==> config.mk <==
export PLATFORM = sky130hd
export DESIGN_NAME = shift_exec
export DESIGN_NICKNAME = d
export VERILOG_FILES = /design/src/rtl/shift_pkg.sv /design/src/rtl/shifter.sv /design/src/rtl/shift_exec.sv
export SDC_FILE = /design/constraint.sdc
export NUM_CORES = 1
export LEC_CHECK = 0
export CORE_MARGIN = 5
export CORE_UTILIZATION = 40
export CTS_BUF_LIST = sky130_fd_sc_hd__clkbuf_16
export DETAILED_ROUTE_END_ITERATION = 16
export PLACE_DENSITY_LB_ADDON = 0.3
export RECOVER_POWER = 100
export SYNTH_ARGS = -nofsm -noshare
export SYNTH_HDL_FRONTEND = slang
export SYNTH_SLANG_ARGS = --single-unit
export TNS_END_PERCENT = 10
==> constraint.sdc <==
create_clock -name clk -period 3.05 [get_ports clk]
set_input_delay 0.4575 -clock clk [delete_from_list [all_inputs] [get_ports clk]]
set_output_delay 0.4575 -clock clk [all_outputs]
set_load 0.02 [all_outputs]
==> src/rtl/shift_pkg.sv <==
// Shared constants and types for the shift execute front end.
package shift_pkg;

  localparam int unsigned XLEN    = 32;
  localparam int unsigned SHAMT_W = 5;
  localparam int unsigned RD_W    = 5;

  localparam logic [2:0] F3_SLL  = 3'b001;
  localparam logic [2:0] F3_SR   = 3'b101;
  localparam logic [6:0] F7_ZERO = 7'b0000000;
  localparam logic [6:0] F7_SRA  = 7'b0100000;

  typedef enum logic [1:0] {
    EMPTY = 2'd0,
    ONE   = 2'd1,
    FULL  = 2'd2
  } skid_state_t;

  typedef struct packed {
    logic [XLEN-1:0] result;
    logic [RD_W-1:0] rd;
    logic            illegal;
  } shift_entry_t;

endpackage

==> src/rtl/shifter.sv <==
// Combinational 32-bit barrel shifter: logical left, logical right, arithmetic right.
module shifter
  import shift_pkg::*;
(
  input  logic [XLEN-1:0]    shift_in,
  input  logic [SHAMT_W-1:0] shamt,
  input  logic               is_right,
  input  logic               is_right_arith,
  output logic [XLEN-1:0]    shift_out_c
);

  // Select shift direction and fill bit.
  always_comb begin
    shift_out_c = shift_in << shamt;
    if (is_right) begin
      if (is_right_arith) begin
        shift_out_c = XLEN'($signed(shift_in) >>> shamt);
      end else begin
        shift_out_c = shift_in >> shamt;
      end
    end
  end

endmodule

==> src/rtl/shift_exec.sv <==
// Shift execute front end: decode, shifter, 2-entry skid buffer toward writeback.
module shift_exec
  import shift_pkg::*;
#(
  parameter int unsigned REG_ADDR_BITS = 5
) (
  input  logic                     clk,
  input  logic                     reset_n,
  input  logic                     in_valid,
  output logic                     in_ready,
  input  logic                     in_is_imm,
  input  logic [2:0]               in_funct3,
  input  logic [6:0]               in_funct7,
  input  logic [XLEN-1:0]          in_rs1,
  input  logic [XLEN-1:0]          in_rs2,
  input  logic [REG_ADDR_BITS-1:0] in_rd,
  output logic                     out_valid,
  input  logic                     out_ready,
  output logic [XLEN-1:0]          out_result,
  output logic [REG_ADDR_BITS-1:0] out_rd,
  output logic                     out_illegal
);

  skid_state_t  state_q, state_d;
  shift_entry_t main_q, main_d;
  shift_entry_t skid_q, skid_d;
  shift_entry_t new_entry_c;

  logic            is_sll_c, is_srl_c, is_sra_c;
  logic [XLEN-1:0] shift_out_c;
  logic            in_fire_c, out_fire_c;

  // OP and OP-IMM decode identically; upper rs2/immediate bits never affect the shift.
  logic unused_c;
  assign unused_c = in_is_imm ^ (^in_rs2[XLEN-1:SHAMT_W]);

  // Legal shift encodings; any other funct3/funct7 pair (incl. shamt[5]) is illegal.
  always_comb begin
    is_sll_c = (in_funct3 == F3_SLL) && (in_funct7 == F7_ZERO);
    is_srl_c = (in_funct3 == F3_SR)  && (in_funct7 == F7_ZERO);
    is_sra_c = (in_funct3 == F3_SR)  && (in_funct7 == F7_SRA);
  end

  shifter u_shifter (
    .shift_in       (in_rs1),
    .shamt          (in_rs2[SHAMT_W-1:0]),
    .is_right       (in_funct3 == F3_SR),
    .is_right_arith (is_sra_c),
    .shift_out_c    (shift_out_c)
  );

  // Build the entry captured on an input transfer.
  always_comb begin
    new_entry_c.illegal = !(is_sll_c || is_srl_c || is_sra_c);
    new_entry_c.result  = new_entry_c.illegal ? '0 : shift_out_c;
    new_entry_c.rd      = RD_W'(in_rd);
  end

  // Handshake: ready depends only on state and reset, never on out_ready.
  always_comb begin
    in_ready   = (state_q != FULL) && reset_n;
    out_valid  = (state_q != EMPTY);
    in_fire_c  = in_valid && in_ready;
    out_fire_c = out_valid && out_ready;
  end

  // Skid buffer next-state: main register drives outputs, skid absorbs one stalled entry.
  always_comb begin
    state_d = state_q;
    main_d  = main_q;
    skid_d  = skid_q;
    case (state_q)
      EMPTY: begin
        if (in_fire_c) begin
          main_d  = new_entry_c;
          state_d = ONE;
        end
      end
      ONE: begin
        if (in_fire_c && out_fire_c) begin
          main_d = new_entry_c;
        end else if (in_fire_c) begin
          skid_d  = new_entry_c;
          state_d = FULL;
        end else if (out_fire_c) begin
          state_d = EMPTY;
        end
      end
      FULL: begin
        if (out_fire_c) begin
          main_d  = skid_q;
          state_d = ONE;
        end
      end
      default: state_d = EMPTY;
    endcase
  end

  // State and payload registers with synchronous active-low reset.
  always_ff @(posedge clk) begin
    if (!reset_n) begin
      state_q <= EMPTY;
      main_q  <= '0;
      skid_q  <= '0;
    end else begin
      state_q <= state_d;
      main_q  <= main_d;
      skid_q  <= skid_d;
    end
  end

  // Output payload straight from the main register.
  always_comb begin
    out_result  = main_q.result;
    out_rd      = REG_ADDR_BITS'(main_q.rd);
    out_illegal = main_q.illegal;
  end

endmodule

==> impl_results.md <==
* Synth Area in Simple Gates at 18.7%
* Yosys cell types at 78
* Post-synthesis register bit count at 78
* All-layer global routing usage at 27.2%
* Total wire length at 31200 um
* Clk_lat worst skew at 0.33 ns
* Core region area at 19500 um^2
* Initial core utilization at 40.7%
* DP Area at 9600 um^2
* Share of synthesized registers carrying an async set or reset at 0%
* CTS buffer count at 9
* CP most frequent cell: buf_4
* WS Path Type: input port to register
* Die height at 151 um
* Final Wtd Congestion at 1.02
* H-tree depth at 3
* Post-synth top area share at 19.9%
* Post-synthesis compound-gate area fraction at 24.7%
* Via-to-Cell Ratio at 6.41
* Multi-input gate area at 5840 um^2
* Port Buffer Count at 95
* Failing checks: max-capacitance violations
* Synth warn at 0
* Main flop type after synthesis: dfxtp_1
* Clock skew at 0.00815 ns
* Final Worst Setup Slack at 0.211 ns
* Fin cells at 1309
* Number of remaining DRC errors at 0
* Die Span X at 151 um
* First-pass GRT wire length at 47700 um
* Initial antenna violation count at 0
* Hpwl dp at 24200 um
* Run status: finished with violations
* Final Cycle Share at 93.1%
* Area leader, netlist: mux4_2
* 1st-iter DRT viols at 872
* Vias at 8397
* Peak VDD IR at 0.280 mV
* Hold slack at 0.443 ns
* Worst slew margin at 0.144%
* Worst hold path class: register to register
* Clk buf depth at 2
* RSZ-0062 raised after global routing: false
* Setup violators final at 0
* CTS Sinks at 78
* Endpoints failing hold at 0
* Tmin final at 2.84 ns
* CP Max Fanout at 20
* Post-CTS setup buffer count at 0
* CP max stage delay at 0.61 ns
* Total gr overflow at 0
* Die Area at 22700 um^2
* Post-synthesis mux area share at 30.3%
* Arrival time worst endpoint at 2.98 ns
* Critical path endpoint category: register
* Clock Pin Slew Worst Setup and Hold Paths at 0.06 ns
* Largest net degree at the start of global routing at 41
* Layout cells sized above 1 at 22.2%
* Worst slack at placement at -0.00355 ns
* EDFF count, synth at 0
* Storage element area at 1560 um^2
* Max-cap check violation count at 1
* Crit-path cells: buf_4, buf_4, clkbuf_1, mux4_2, mux2i_1, nor3_1, nor4_1, a21o_1, o22ai_1
* Cell count after synthesis at 928
* Post-Synth XOR/XNOR Area at 0%
* Row count at 51
* Wire length per cell at 23.8 um
* Startpoint types: input port
* Post-route cell area at 9850 um^2
* Leakage power at 3.68 nW
* CP bufs+invs at 3
* # IOs at 124
* Mean Syn Cell Area at 8.53 um^2
* Fmax at 0.352 GHz
* CTS tree: done
* N_diodes at 0
* Slew @ Worst Pin at 1.50 ns
* Post-synthesis sequential area ratio at 19.7%
* Synth area leaders: mux4_2 (20%), dfxtp_1 (20%), mux2i_1 (5.7%), nand2_1 (5.4%), mux2_2 (4.6%)
* Hold Buf Count CTS at 0
* Post-CTS sizing at 0
* CP max stage cell: mux4_2
* Worst EP required at 3.20 ns
* Clock root buffer: clkbuf_16
* Setup tns final at 0 ns
* Vias in the first global route at 7891
* Largest family of logic cells by synthesized area: multiplexers
* First-pass DRT Iterations at 6
* CP delay by family, top: buffers and inverters
* Pwr dens at 347 nW/um^2
* Filler cell count at 1882
* Synthesized cell area at 7910 um^2
* Layout Nets at 1123
* ANT nets after route at 0
* Synthesized Nets at 1012
* Area Overhead vs Synth at 24.4%
* Synth Area in Adders at 0%
* Max Slew Vio Count at 0
* Dpl cells at 1293
-- worst min-delay path, cell delays in order (launching register included) --
cell	delay, ns
dfxtp_1	0.31
nand2_1	0.05
nand2_1	0.04
-- per-layer routing --
metal	track usage, %	share of wire (%)	up-vias
met4	9.84	4.1	0
met3	3.13	7.2	64
li1	-	-	3840
met5	0	0	-
met1	37.9	43	4100
met2	43.7	46	393
-- registers in the layout (all words and copies together), names as in the netlist --
register / count
skid_q: 38
out_result: 32
out_rd: 5
state_q: 2
out_illegal: 1
-- layout by cell type, fill, tap and decap left out, types with 6 or more instances in the layout --
cell / netlist / layout
a211oi_1: 8 / 8
a21oi_1: 64 / 64
a22o_1: 9 / 9
a311oi_1: 7 / 7
a31oi_1: 14 / 14
a32oi_1: 6 / 6
and3_1: 12 / 12
buf_12: 1 / 10
buf_4: 4 / 83
clkbuf_1: 62 / 8
clkbuf_16: 0 / 9
clkdlybuf4s50_1: 0 / 44
dfxtp_1: 78 / 78
dlygate4sd3_1: 0 / 47
inv_1: 7 / 7
mux2_2: 32 / 29
mux2i_1: 45 / 45
mux4_2: 70 / 70
nand2_1: 114 / 114
nand2b_1: 13 / 13
nand3_1: 23 / 23
nand4_1: 8 / 8
nor2_1: 74 / 74
nor2b_1: 9 / 8
nor3_1: 26 / 26
o211ai_1: 12 / 12
o21a_1: 8 / 8
o21ai_0: 45 / 47
o221ai_1: 7 / 7
o22ai_1: 20 / 21
o2bb2ai_1: 6 / 6
o31ai_1: 7 / 7
-- final timing paths --
kind	depth (start not counted)	from	to	slack, ns
worst min register to register	2	skid_q[26]$_SDFFE_PN0P_	skid_q[26]$_SDFFE_PN0P_	0.44
worst max register to register	7	state_q[1]$_SDFFE_PN0P_	out_result[2]$_SDFFE_PN0P_	0.95
worst min-delay path	2	skid_q[26]$_SDFFE_PN0P_	skid_q[26]$_SDFFE_PN0P_	0.44
worst max-delay path	9	in_rs2[0]	out_result[11]$_SDFFE_PN0P_	0.21
-- cells by family (layout without fill, tap and decap cells) --
family,after synthesis,after routing
mux,148,148
compound gates,282,282
flops,78,78
buf+inv,105,221
simple gates,315,315
-- final cells by class --
cell class	instances	area share [%]
multi-input combinational	745	59.3
timing repair buffer	197	18.2
sequential	78	15.9
tap	265	3.37
clock buffer	9	2.29
clock inverter	7	0.737
inverter	8	0.305
-- synthesized netlist by cell type, drive strengths merged (6+ instances only) --
cell type,number
a22o,9
nor3,27
o221ai,7
a31oi,14
o211ai,12
mux2,32
a32oi,6
clkbuf,62
nand2b,13
nand2,114
and3,12
mux4,70
inv,7
o22ai,21
a21oi,64
mux2i,46
nand3,23
o21ai,53
nand4,8
a211oi,9
nor2b,9
o2bb2ai,6
and2,6
dfxtp,78
nor2,77
buf,35
o21a,8
o31ai,7
a311oi,7
-- through the flow --
| step | util, % | power (mW) |
|---|---|---|
| 2_1_floorplan | - | 1.85 |
| 3_3_place_gp | 49.3 | 2.37 |
| 3_5_place_dp | 49.3 | 2.37 |
| 4_1_cts | 50.8 | 3.44 |
| 5_1_grt | 50.6 | 3.54 |
| 6_report | 50.6 | 3.42 |
-- power by group --
part,leakage (nW),internal (mW),switching (mW)
sequential,0.633,1.05,0.0182
clock,0.145,0.635,0.434
combinational,2.91,0.550,0.729
total,3.68,2.24,1.18
Note: power is estimated with default switching activity, not from simulation.
